===== src/rtl/fnd_scan_sequencer.sv =====
// fnd_scan_sequencer
// Drives a 4-digit common-anode seven-segment display. It contains two cooperating parts:
//  * a scan sequencer that walks digits 0..3. Each digit slot starts with a blanking
//    window (all commons off) to suppress ghosting, followed by a drive window.
//  * a serial binary-to-BCD converter (shift-add-3). It accepts a 14-bit value over
//    valid/ready, and hands the result to the display only at a frame boundary. A frame
//    therefore never mixes old and new digits.
// Every output is taken straight from a flop.
module fnd_scan_sequencer #(
  parameter int CLK_HZ    = 100_000_000,
  parameter int SCAN_HZ   = 1_000,
  parameter int BLANK_CYC = 1_000
) (
  input  logic        clk,
  input  logic        reset,
  input  logic [13:0] i_count,
  input  logic        i_valid,
  output logic        o_ready,
  input  logic        i_lz_blank,
  input  logic [3:0]  i_dp_mask,
  output logic [3:0]  o_fnd_com,
  output logic [3:0]  o_bcd,
  output logic        o_dp,
  output logic        o_frame_start
);

  // ---------------------------------------------------------------------------
  // Derived constants
  // ---------------------------------------------------------------------------
  localparam int DIGIT_CYC = CLK_HZ / SCAN_HZ;
  localparam int TW        = (DIGIT_CYC > 1) ? $clog2(DIGIT_CYC) : 1;

  localparam logic [TW-1:0] SLOT_LAST  = TW'(DIGIT_CYC - 1);
  localparam logic [TW-1:0] BLANK_LAST = TW'(BLANK_CYC - 1);
  localparam logic [13:0]   MAX_VAL    = 14'd9999;
  localparam logic [3:0]    LAST_ITER  = 4'd13;   // 14 shift-add-3 iterations: 0..13
  localparam logic [3:0]    BLANK_CODE = 4'hF;

  // ---------------------------------------------------------------------------
  // Scan FSM state
  // The counters describe the slot position that the output registers present on
  // the next cycle. Their reset values (digit 0, slot 0, BLANK) therefore make the
  // first cycle after reset release the start of a frame.
  // ---------------------------------------------------------------------------
  typedef enum logic {
    SCAN_BLANK = 1'b0,
    SCAN_DRIVE = 1'b1
  } scan_state_e;

  scan_state_e     scan_state_q, scan_state_d;
  logic [TW-1:0]   slot_cnt_q,   slot_cnt_d;
  logic [1:0]      digit_idx_q,  digit_idx_d;

  // ---------------------------------------------------------------------------
  // Converter FSM state and datapath
  // ---------------------------------------------------------------------------
  typedef enum logic [1:0] {
    CONV_IDLE = 2'd0,
    CONV_RUN  = 2'd1,
    CONV_DONE = 2'd2
  } conv_state_e;

  conv_state_e     conv_state_q, conv_state_d;
  logic [13:0]     bin_q,        bin_d;         // binary value being shifted out
  logic [15:0]     bcd_q,        bcd_d;         // BCD accumulator; the shadow while in DONE
  logic [3:0]      iter_q,       iter_d;
  logic            done_fresh_q, done_fresh_d;  // high on the first DONE cycle
  logic [15:0]     display_q,    display_d;     // committed digits, ones digit in [3:0]

  // ---------------------------------------------------------------------------
  // Output registers
  // ---------------------------------------------------------------------------
  logic [3:0]      fnd_com_q,     fnd_com_d;
  logic [3:0]      bcd_out_q,     bcd_out_d;
  logic            dp_q,          dp_d;
  logic            frame_start_q, frame_start_d;
  logic            ready_q,       ready_d;

  // ---------------------------------------------------------------------------
  // Helper nets
  // ---------------------------------------------------------------------------
  logic            accept;
  logic            commit;
  logic [13:0]     count_clamped;
  logic [15:0]     bcd_adj;   // accumulator after the add-3 correction
  logic [3:0]      nz;        // committed digit is nonzero
  logic [3:0]      lz_hide;   // digit is a suppressed leading zero

  // Values above 9999 cannot be shown on four digits. They saturate rather than wrap.
  assign count_clamped = (i_count > MAX_VAL) ? MAX_VAL : i_count;

  // Handshake: accept only while IDLE. A value offered at any other time is dropped,
  // and the source has to keep offering it.
  assign accept = i_valid & (conv_state_q == CONV_IDLE);

  // Commit on a frame-start cycle only. The first DONE cycle is excluded, so a
  // result that lands exactly on a frame start waits for the following frame.
  assign commit = (conv_state_q == CONV_DONE) & frame_start_q & ~done_fresh_q;

  // Per-digit logic: the add-3 correction for the converter, and leading-zero detection
  // on the digits that the display will show.
  for (genvar gi = 0; gi < 4; gi++) begin : g_digit
    assign bcd_adj[4*gi +: 4] = (bcd_q[4*gi +: 4] >= 4'd5) ? (bcd_q[4*gi +: 4] + 4'd3)
                                                           : bcd_q[4*gi +: 4];
    assign nz[gi] = |display_d[4*gi +: 4];
    if (gi == 0) begin : g_ones
      // The ones digit always shows, so zero appears as "   0".
      assign lz_hide[gi] = 1'b0;
    end else begin : g_upper
      // Hidden when this digit and every digit above it are zero.
      assign lz_hide[gi] = i_lz_blank & ~(|nz[3:gi]);
    end
  end

  // ---------------------------------------------------------------------------
  // Scan FSM
  // ---------------------------------------------------------------------------

  // Scan state register: digit index, slot timer and phase.
  always_ff @(posedge clk) begin
    if (reset) begin
      scan_state_q <= SCAN_BLANK;
      slot_cnt_q   <= '0;
      digit_idx_q  <= 2'd0;
    end else begin
      scan_state_q <= scan_state_d;
      slot_cnt_q   <= slot_cnt_d;
      digit_idx_q  <= digit_idx_d;
    end
  end

  // Scan next state: advance the slot timer, switch BLANK->DRIVE, and move to the next digit.
  always_comb begin
    scan_state_d = scan_state_q;
    slot_cnt_d   = slot_cnt_q + TW'(1);
    digit_idx_d  = digit_idx_q;
    if (slot_cnt_q == SLOT_LAST) begin
      slot_cnt_d   = '0;
      digit_idx_d  = digit_idx_q + 2'd1;
      scan_state_d = SCAN_BLANK;
    end else if (slot_cnt_q == BLANK_LAST) begin
      scan_state_d = SCAN_DRIVE;
    end
  end

  // ---------------------------------------------------------------------------
  // Converter FSM
  // ---------------------------------------------------------------------------

  // Converter state register.
  always_ff @(posedge clk) begin
    if (reset) begin
      conv_state_q <= CONV_IDLE;
    end else begin
      conv_state_q <= conv_state_d;
    end
  end

  // Converter next state: IDLE -> RUN on accept, RUN -> DONE after 14 iterations,
  // DONE -> IDLE once the shadow is committed.
  always_comb begin
    conv_state_d = conv_state_q;
    case (conv_state_q)
      CONV_IDLE: if (accept)             conv_state_d = CONV_RUN;
      CONV_RUN:  if (iter_q == LAST_ITER) conv_state_d = CONV_DONE;
      CONV_DONE: if (commit)             conv_state_d = CONV_IDLE;
      default:                           conv_state_d = CONV_IDLE;
    endcase
  end

  // Converter datapath next values: load on accept, do one shift-add-3 step per RUN cycle,
  // and copy the shadow into the display on commit.
  always_comb begin
    bin_d        = bin_q;
    bcd_d        = bcd_q;
    iter_d       = iter_q;
    display_d    = commit ? bcd_q : display_q;
    done_fresh_d = (conv_state_q == CONV_RUN) && (conv_state_d == CONV_DONE);
    if (accept) begin
      bin_d  = count_clamped;
      bcd_d  = '0;
      iter_d = '0;
    end else if (conv_state_q == CONV_RUN) begin
      {bcd_d, bin_d} = {bcd_adj, bin_q} << 1;
      iter_d         = iter_q + 4'd1;
    end
  end

  // Converter datapath registers and committed display digits. Reset clears the
  // shadow, so a value that was still in flight never reaches the display.
  always_ff @(posedge clk) begin
    if (reset) begin
      bin_q        <= '0;
      bcd_q        <= '0;
      iter_q       <= '0;
      done_fresh_q <= 1'b0;
      display_q    <= '0;
    end else begin
      bin_q        <= bin_d;
      bcd_q        <= bcd_d;
      iter_q       <= iter_d;
      done_fresh_q <= done_fresh_d;
      display_q    <= display_d;
    end
  end

  // ---------------------------------------------------------------------------
  // Outputs
  // ---------------------------------------------------------------------------

  // Output decode. The display digits are read from display_d, so a commit is visible
  // on the very next driven cycle, whatever the length of the blanking window.
  always_comb begin
    fnd_com_d     = 4'b1111;
    bcd_out_d     = BLANK_CODE;
    dp_d          = 1'b1;
    frame_start_d = (scan_state_q == SCAN_BLANK) && (slot_cnt_q == '0) && (digit_idx_q == 2'd0);
    ready_d       = (conv_state_d == CONV_IDLE);
    if (scan_state_q == SCAN_DRIVE) begin
      fnd_com_d = ~(4'b0001 << digit_idx_q);
      bcd_out_d = lz_hide[digit_idx_q] ? BLANK_CODE : display_d[{digit_idx_q, 2'b00} +: 4];
      dp_d      = ~i_dp_mask[digit_idx_q];
    end
  end

  // Output registers. Their reset values give a dark display that is ready to accept a value.
  always_ff @(posedge clk) begin
    if (reset) begin
      fnd_com_q     <= 4'b1111;
      bcd_out_q     <= BLANK_CODE;
      dp_q          <= 1'b1;
      frame_start_q <= 1'b0;
      ready_q       <= 1'b1;
    end else begin
      fnd_com_q     <= fnd_com_d;
      bcd_out_q     <= bcd_out_d;
      dp_q          <= dp_d;
      frame_start_q <= frame_start_d;
      ready_q       <= ready_d;
    end
  end

  assign o_fnd_com     = fnd_com_q;
  assign o_bcd         = bcd_out_q;
  assign o_dp          = dp_q;
  assign o_frame_start = frame_start_q;
  assign o_ready       = ready_q;

endmodule

===== config.mk =====
export PLATFORM = sky130hd
export DESIGN_NAME = fnd_scan_sequencer
export DESIGN_NICKNAME = d
export VERILOG_FILES = /design/src/rtl/fnd_scan_sequencer.sv
export SDC_FILE = /design/constraint.sdc
export NUM_CORES = 1
export LEC_CHECK = 0
export BUFFER_PORTS_ARGS = -buffer_cell sky130_fd_sc_hd__buf_4
export CORE_UTILIZATION = 35
export CTS_CLUSTER_DIAMETER = 100
export CTS_CLUSTER_SIZE = 10
export DETAILED_ROUTE_END_ITERATION = 8
export PLACE_DENSITY = 0.61
export SLEW_MARGIN = 25
export SYNTH_ARGS = -nofsm -noshare
export SYNTH_HDL_FRONTEND = slang
export SYNTH_SLANG_ARGS = --single-unit

===== constraint.sdc =====
create_clock -name clk -period 4.4 [get_ports clk]
set_clock_uncertainty 0.1 [all_clocks]
set_input_delay 0.88 -clock clk [delete_from_list [all_inputs] [get_ports clk]]
set_output_delay 0.88 -clock clk [all_outputs]
set_load 0.05 [all_outputs]

Word-level counts from Yosys, hierarchy flattened. Cells that the tools add are included.

Reduce and logical (&&, ||, !) cells: 15. Shifts and indexed selects: 2. Add/sub/neg operators: 7. $lt $le $gt $ge: 6. Eq/ne operators: 6. Bitwise operators: 13. Mux-type cells: 16.

Operators with widths (number): 2-to-1 mux 14 bit (3); adder 17 x 1 -> 17 bit (second input constant) (1); == test 17 x 10 -> 1 bit (second input constant) (1); == test 17 bit (second input constant) (1); logical NOT 17 bit (1); greater-or-equal comparator 4 x 3 -> 1 bit (second input constant) (4); 2-to-1 mux 16 bit (1); indexed part select 16 x 5 -> 4 bit (1); greater-than comparator 14 bit (second input constant) (1); adder 4 x 2 -> 4 bit (second input constant) (3); 2-to-1 mux 4 bit (3); OR reduction 12 bit (1); OR reduction 8 bit (1); AND 1 bit (6); logical NOT 2 bit (3); 2-to-1 mux 2 bit (3); NOT 1 bit (6); case mux 2 bit (3 select lines) (1); OR reduction 2 bit (3); adder 4 x 1 -> 4 bit (second input constant) (1); binary-select mux 1 bit (select 2 bit) (2); == test 2 bit (second input constant) (2); == test 4 bit (second input constant) (1); NOT 4 bit (1); other kinds (11) (14).

Input port bits: 22. Register bits after elaboration: 84. Output and inout port bits: 11.

Depth between registers and ports, before layout. Gate-level depths: netlist (run 1).

Depth after elaboration: 10. Depth in mapped cells: 8. Depth with buffers taken out: 7.

Worst setup path before layout (run 1). No wires, ideal clock.

Path kind: input to register. Start point: in i_count[7]. End point: reg bin_q[1]. Arrival: 1.953 ns. Library setup time: 0.134 ns. Buffers on the path: 0. Cell stages on the path: 5. Path slack: 2.213 ns. Cells stage by stage: nor4_1 > nor4_1 > o31ai_2 > nor2b_1 > a211oi_1.

Word-level cells in the longest chain between the ends: 3.

Ends and longest elaborated chain: start, declared (line 16) `input logic [13:0] i_count,`; greater-than comparator 14 bit (line 90) `assign count_clamped = (i_count > MAX_VAL) ? MAX_VAL : i_count;`; 2-to-1 mux 14 bit (line 90); 2-to-1 mux 14 bit (line 179) `if (accept) begin`; end signal, assigned (line 199) `bin_q <= bin_d;`; end, declared (line 64) `logic [13:0] bin_q, bin_d;`.

No other way between the ends. A chain may end at the register's enable or synchronous reset.

Final worst setup path (run 1).
Start point: in i_valid. End point: reg bin_q[8].

Word-level cells in the longest chain between the ends: 2. Elaborated cells on any way between the ends: 3. Those cells by class: 1 x mux; 1 x bitwise; 1 x reduce/logical.

Ends and longest elaborated chain: start, declared (line 17) `input logic i_valid,`; AND 1 bit * (line 94) `assign accept = i_valid & (conv_state_q == CONV_IDLE);`; 2-to-1 mux 14 bit / nonzero test 2 bit (equally long branches).

Mark *: on every way between the ends. The rest lies on a longest branch, timed or not.

==> results of run 1 <==
[per-layer routing]
layer	GRT usage, %	vias up
li1	-	1500
met4	3.87	0
met5	0	-
met2	24.7	54
met1	16.9	1340
met3	3.80	4
[flip-flops by register name, summed over array words and instances (netlist names), 4 cells and up]
signal / count
display_q: 16
o_fnd_com: 4
slot_cnt_q: 17
bin_q: 14
bcd_q: 16
iter_q: 4
o_bcd: 4
[critical path: cells and delay by family]
kind | cells | cell delay [ps]
AND/OR/NAND/NOR | 2 | 1150
AO/OA/AOI/OAI | 2 | 460
buffers and inverters | 1 | 90
[per-stage QoR]
stage / hold WS [ps] / power, W / utilization [%] / area [um^2] / cells
2_1_floorplan: 330 / 0.000886 / - / 3810 / 423
5_1_grt: 412 / 0.00153 / 41.6 / 4330 / 590
6_report: 365 / 0.00146 / 41.6 / 4330 / 590
3_5_place_dp: 352 / 0.000921 / 39.6 / 4130 / 574
3_3_place_gp: 342 / 0.000918 / 39.6 / 4130 / 574
4_1_cts: 371 / 0.00148 / 41.6 / 4330 / 590
[placed cells by master (no fill, tap or decap), types with 4 or more instances in the layout]
cell / synthesis / final
ha_1: 16 / 16
nand2b_1: 6 / 6
or4_1: 5 / 5
a21oi_1: 26 / 26
o21ai_0: 12 / 12
xor2_1: 14 / 14
clkbuf_8: 0 / 11
nor4_1: 10 / 10
xnor2_1: 11 / 11
nor2_1: 62 / 62
mux4_2: 5 / 5
o22ai_1: 6 / 6
nor3_1: 7 / 7
mux2i_1: 20 / 20
nand4_1: 5 / 5
nand3_1: 15 / 15
nor2b_1: 4 / 4
dfxtp_1: 84 / 84
a211oi_1: 10 / 10
buf_4: 2 / 34
nand2_1: 38 / 38
inv_1: 23 / 23
[cells by family (layout without fill, tap and decap cells)]
group	after synthesis	after routing	synth area share [%]
AO/OA/AOI/OAI	61	61	9.73
multiplexers	27	27	8.81
flip-flops	84	84	44.2
XOR/XNOR	25	25	5.75
adder cells (fa/ha/maj)	16	16	5.26
AND/OR/NAND/NOR	166	166	20.7
buffers and inverters	44	75	5.59
[Yosys cell counts, types with 2 or more instances]
cell type and instances:
a211oi_1 10, a21oi_1 26, a41oi_1 2, and2_1 2
and3_1 2, and4_1 2, buf_2 4, buf_4 2
clkbuf_1 10, clkinv_1 2, dfxtp_1 84, ha_1 16
inv_1 23, mux2_2 2, mux2i_1 20, mux4_2 5
nand2_1 38, nand2b_1 6, nand3_1 15, nand4_1 5
nor2_1 62, nor2b_1 4, nor3_1 7, nor3b_1 2
nor4_1 10, o21ai_0 12, o21ba_2 2, o22ai_1 6
or4_1 5, xnor2_1 11, xor2_1 14
[area by class of cell]
type	count	area, um^2	area share (%)
Timing Repair Buffer	34	255	5.89
Tap cell	136	170	3.93
Multi-Input combinational cell	295	1930	44.5
Clock inverter	4	47.5	1.10
Clock buffer	12	155	3.58
Inverter	25	93.8	2.17
Sequential cell	84	1680	38.8
[final timing paths]
kind,startpoint,to,slack [ps],cells past startpoint
setup / recovery,i_valid,bin_q[8]$_SDFFE_PP0P_,1970,5
hold / removal,bin_q[13]$_SDFFE_PP0P_,bcd_q[0]$_SDFFE_PP0P_,370,2
setup reg to reg,conv_state_q[0]$_SDFF_PP0_,bin_q[8]$_SDFFE_PP0P_,2130,4
hold reg to reg,bin_q[13]$_SDFFE_PP0P_,bcd_q[0]$_SDFFE_PP0P_,370,2
[where the power goes]
group / internal, W / leakage (nW) / switching (W)
clock: 0.000292 / 0.102 / 0.000262
combinational: 0.0000456 / 0.829 / 0.0000618
sequential: 0.000779 / 0.682 / 0.0000151
total: 0.00112 / 1.61 / 0.000339
==> results_dict.tcl, run 1 <==
set metrics [dict create \
    critPathSlowestCell "nand2_1" \
    cts_hold_buffers 0 \
    cts_repair_resize_count 0 \
    std_cell_rows 37 \
    start_kind "input port" \
    highest_layer "met4" \
    syn_area_mm2 0.00381 \
    port_buffers 32 \
    synth_warnings 0 \
    clk_latency_ps 350 \
    yosys.area.top_type "dfxtp_1" \
    fmax_ghz 0.412 \
    coreArea_mm2 0.0104 \
    worstPathArrival_ps 2590 \
    start_util_pct 36.6 \
    syn_inst 423 \
    slew_headroom_pct 44.0 \
    avgRoutedWirePerCell_um 12.5 \
    dr.pass1.iters 4 \
    clkSinkCount 84 \
    status "finished, final reports clean" \
    period_minus_slack_ps 2430 \
    die_y_um 106 \
    ioPinCount 33 \
    wl_met3_um 279 \
    synth_ff_type "dfxtp_1" \
    synth_cell_types 43 \
    crit_fanout 25 \
    gr-usage-all-layers_pct 14.1 \
    irDropWorstVdd_mv 0.171 \
    die_w_um 106 \
    gr-total-overflow 0 \
    clock_path_buffers 2 \
    final-hold-violation-count 0 \
    grt_max_degree 40 \
    worstMarginPinSlew_ps 840 \
    rsz0062_at_grt "no" \
    finalCritPeriodShare_pct 55.1 \
    hp-class "reg -> reg" \
    viasPerCell 4.91 \
    synth_nets 461 \
    p_per_area_mw_per_mm2 336 \
    fillers 1041 \
    dp_hpwl_um 5330 \
    worst_slack_ps 1970 \
    num_antenna_cells 0 \
    layout-drive-gt1-share_pct 13.4 \
    synth_edf_count 0 \
    tritoncts "yes" \
    synth_area_leaders "dfxtp_1, nor2_1, ha_1" \
    grt_pass1_vias 2787 \
    cts_buffers 9 \
    synth_top_cell_area_share_pct 44.2 \
    clk_pin_slew_ps 80 \
    post_cts_buffers 0 \
    synthToLayoutAreaGrowth_pct 13.8 \
    pre_cts_ws_ps 1620 \
    path_cells "buf_4 > or3b_1 > nand2_1 > o22ai_1 > a211oi_1" \
    cts_root_buf "clkbuf_8" \
    slowest_delay_ps 650 \
    final_nets 487 \
    dr_total_vias 2898 \
    path_class "in -> reg" \
    m1WireLength_um 3390 \
    p_leak_nw 1.61 \
    drc 0 \
    antenna_found_initial 0 \
    slew_viol_final 0 \
    ys_seq_area_share_pct 44.2 \
    dieArea_mm2 0.0113 \
    endpoint_kind "flip-flop" \
    ys_seq_elements 84 \
    drtIter0Drc 114 \
    drt-total-wl_um 7370 \
    cap_violations 0 \
    cp.required_ps 4560 \
    setup_violations 0 \
    wl_met2_um 3650 \
    tns_ps 0 \
    antenna_left 0 \
    grt_pass1_wl_um 12800 \
    synth_area_per_cell_um2 9.00 \
    htree_levels 3 \
    async_flop_share_pct 0 \
    gp_congestion 0.809 \
]
No activity file was read; power rests on OpenSTA's default activity.
==> inputs of run 2 (changes only) <==
Clock period 4.4 ns to 2.25 ns, I/O delays scaled along.
==> run 2 against run 1 <==
  * Wire length grew 0.83%
  * Register-to-register slack got worse by 1800 ps
  * Via count rose by 0.72%
  * Non-clock buffer count rose by 7
  * Final cell count grew 1.2%
  * Highest routed layer unchanged
  * Core utilization is 0.85 points higher
  * Clock-buffer cell count is 1 lower
  * Sequential share of layout area decreased by 0.78 points
  * Sequential cell count stayed put
  * Critical path type is now reg -> reg
  * Global-route usage is 0.14 points higher
==> results_dict.tcl, run 2 (synthesized netlist as in run 1, its figures left out) <==
set metrics [dict create \
    slowest_delay_ps 370 \
    worstMarginPinSlew_ps 609 \
    finalCritPeriodShare_pct 86.2 \
    gp_congestion 0.812 \
    path_cells "ha_1 > and4_1 > nand3_1 > nor3_2 > or2_1 > buf_4 > nor2_1" \
    synthToLayoutAreaGrowth_pct 16.1 \
    post_cts_buffers 0 \
    p_leak_nw 1.66 \
    crit_fanout 17 \
    path_buf_inv 1 \
    cp.required_ps 2390 \
    ioPinCount 33 \
    avgRoutedWirePerCell_um 12.4 \
    start_util_pct 36.6 \
    period_minus_slack_ps 1940 \
    dr_total_vias 2919 \
    fmax_ghz 0.516 \
    instances_no_fill 597 \
    fin_util_pct 42.4 \
    critPathSlowestCell "dfxtp_1" \
    dieArea_mm2 0.0113 \
    gr-total-overflow 0 \
    p_total_w 0.00297 \
    dp_hpwl_um 5250 \
    clkSinkCount 84 \
    worstPathArrival_ps 2080 \
    slew_viol_final 0 \
    drt-total-wl_um 7430 \
    viasPerCell 4.89 \
    setup_violations 0 \
    endpoint_kind "flip-flop" \
    grt_pass1_vias 2853 \
    path_class "reg -> reg" \
    largest_reg_flops 17 \
    hp-class "in -> reg" \
    tritoncts "yes" \
    die_y_um 106 \
    rsz0062_at_grt "no" \
    start_kind "flip-flop" \
    fillers 1031 \
    gr-usage-all-layers_pct 14.2 \
    std_cell_rows 37 \
    crit_family "simple AND/OR/NAND/NOR gates" \
    p_per_area_mw_per_mm2 673 \
    final_common_cell "dfxtp_1" \
    status "finished, final reports clean" \
    final_nets 494 \
    num_antenna_cells 0 \
    cts_repair_resize_count 0 \
    port_buffers 32 \
    clk_latency_ps 350 \
    clock_path_buffers 2 \
    cts_hold_buffers 0 \
    grt_max_degree 40 \
    largest_register "slot_cnt_q" \
    irDropWorstVdd_mv 0.297 \
    layout-drive-gt1-share_pct 14.8 \
    final-hold-violation-count 0 \
    layout_common_cells "dfxtp_1, nor2_1, buf_4" \
    cts_root_buf "clkbuf_8" \
    top_regs "slot_cnt_q x17, bcd_q x16, display_q x16" \
    coreArea_mm2 0.0104 \
    antenna_left 0 \
    fin_hold_ws_ps 257 \
    cts_buffers 9 \
    tns_ps 0 \
    drc 0 \
    die_w_um 106 \
    antenna_found_initial 0 \
    drtIter0Drc 113 \
    htree_levels 3 \
    slew_headroom_pct 59.0 \
    dr.pass1.iters 4 \
    clk_pin_slew_ps 80 \
    cap_violations 0 \
    dp.cells 581 \
    grt_pass1_wl_um 12900 \
]
## run 2: layer usage
layer	track usage, %	share of wire (%)	vias up
li1	-	-	1520
met1	17.4	48	1348
met2	24.2	47	47
met3	4.48	3.9	4
met4	3.47	0.48	0
met5	0	0	-
## run 2: tightest hold or removal path: cells and delay by family
kind	cells	cell delay, ps
AOI/OAI and AO/OA	1	60
buffers and inverters	2	150
## run 2: worst paths after layout
check | from | end | slack, ps | cells after the start
max | slot_cnt_q[0]$_SDFF_PP0_ | slot_cnt_q[12]$_SDFF_PP0_ | 310 | 7
max reg2reg | slot_cnt_q[0]$_SDFF_PP0_ | slot_cnt_q[12]$_SDFF_PP0_ | 310 | 7
min reg2reg | bin_q[13]$_SDFFE_PP0P_ | bcd_q[0]$_SDFFE_PP0P_ | 360 | 2
min | i_count[1] | bin_q[1]$_SDFFE_PP0P_ | 260 | 3
## run 2: report_power, final
part / switching, W / internal (W)
Clock: 0.000535 / 0.000660
Combinational: 0.000128 / 0.0000988
Sequential: 0.0000299 / 0.00152
Total: 0.000693 / 0.00228
## run 2: through the flow
step	cell area, um^2	setup slack, ps
finish	4420	310
floorplan	3810	222
CTS	4420	286
global placement	4190	361
detailed placement	4190	301
global route	4420	80.2
## run 2: final cells by class
class                   count  area [um^2]  share of cell area (%)
inverters                  25         93.8                    2.12
repair buffers             41          320                    7.25
clock inverters             5         85.1                    1.92
clock buffers              11          141                    3.20
well taps                 136          170                    3.85
multi-input cells         295         1930                    43.6
flip-flops and latches     84         1680                    38.0
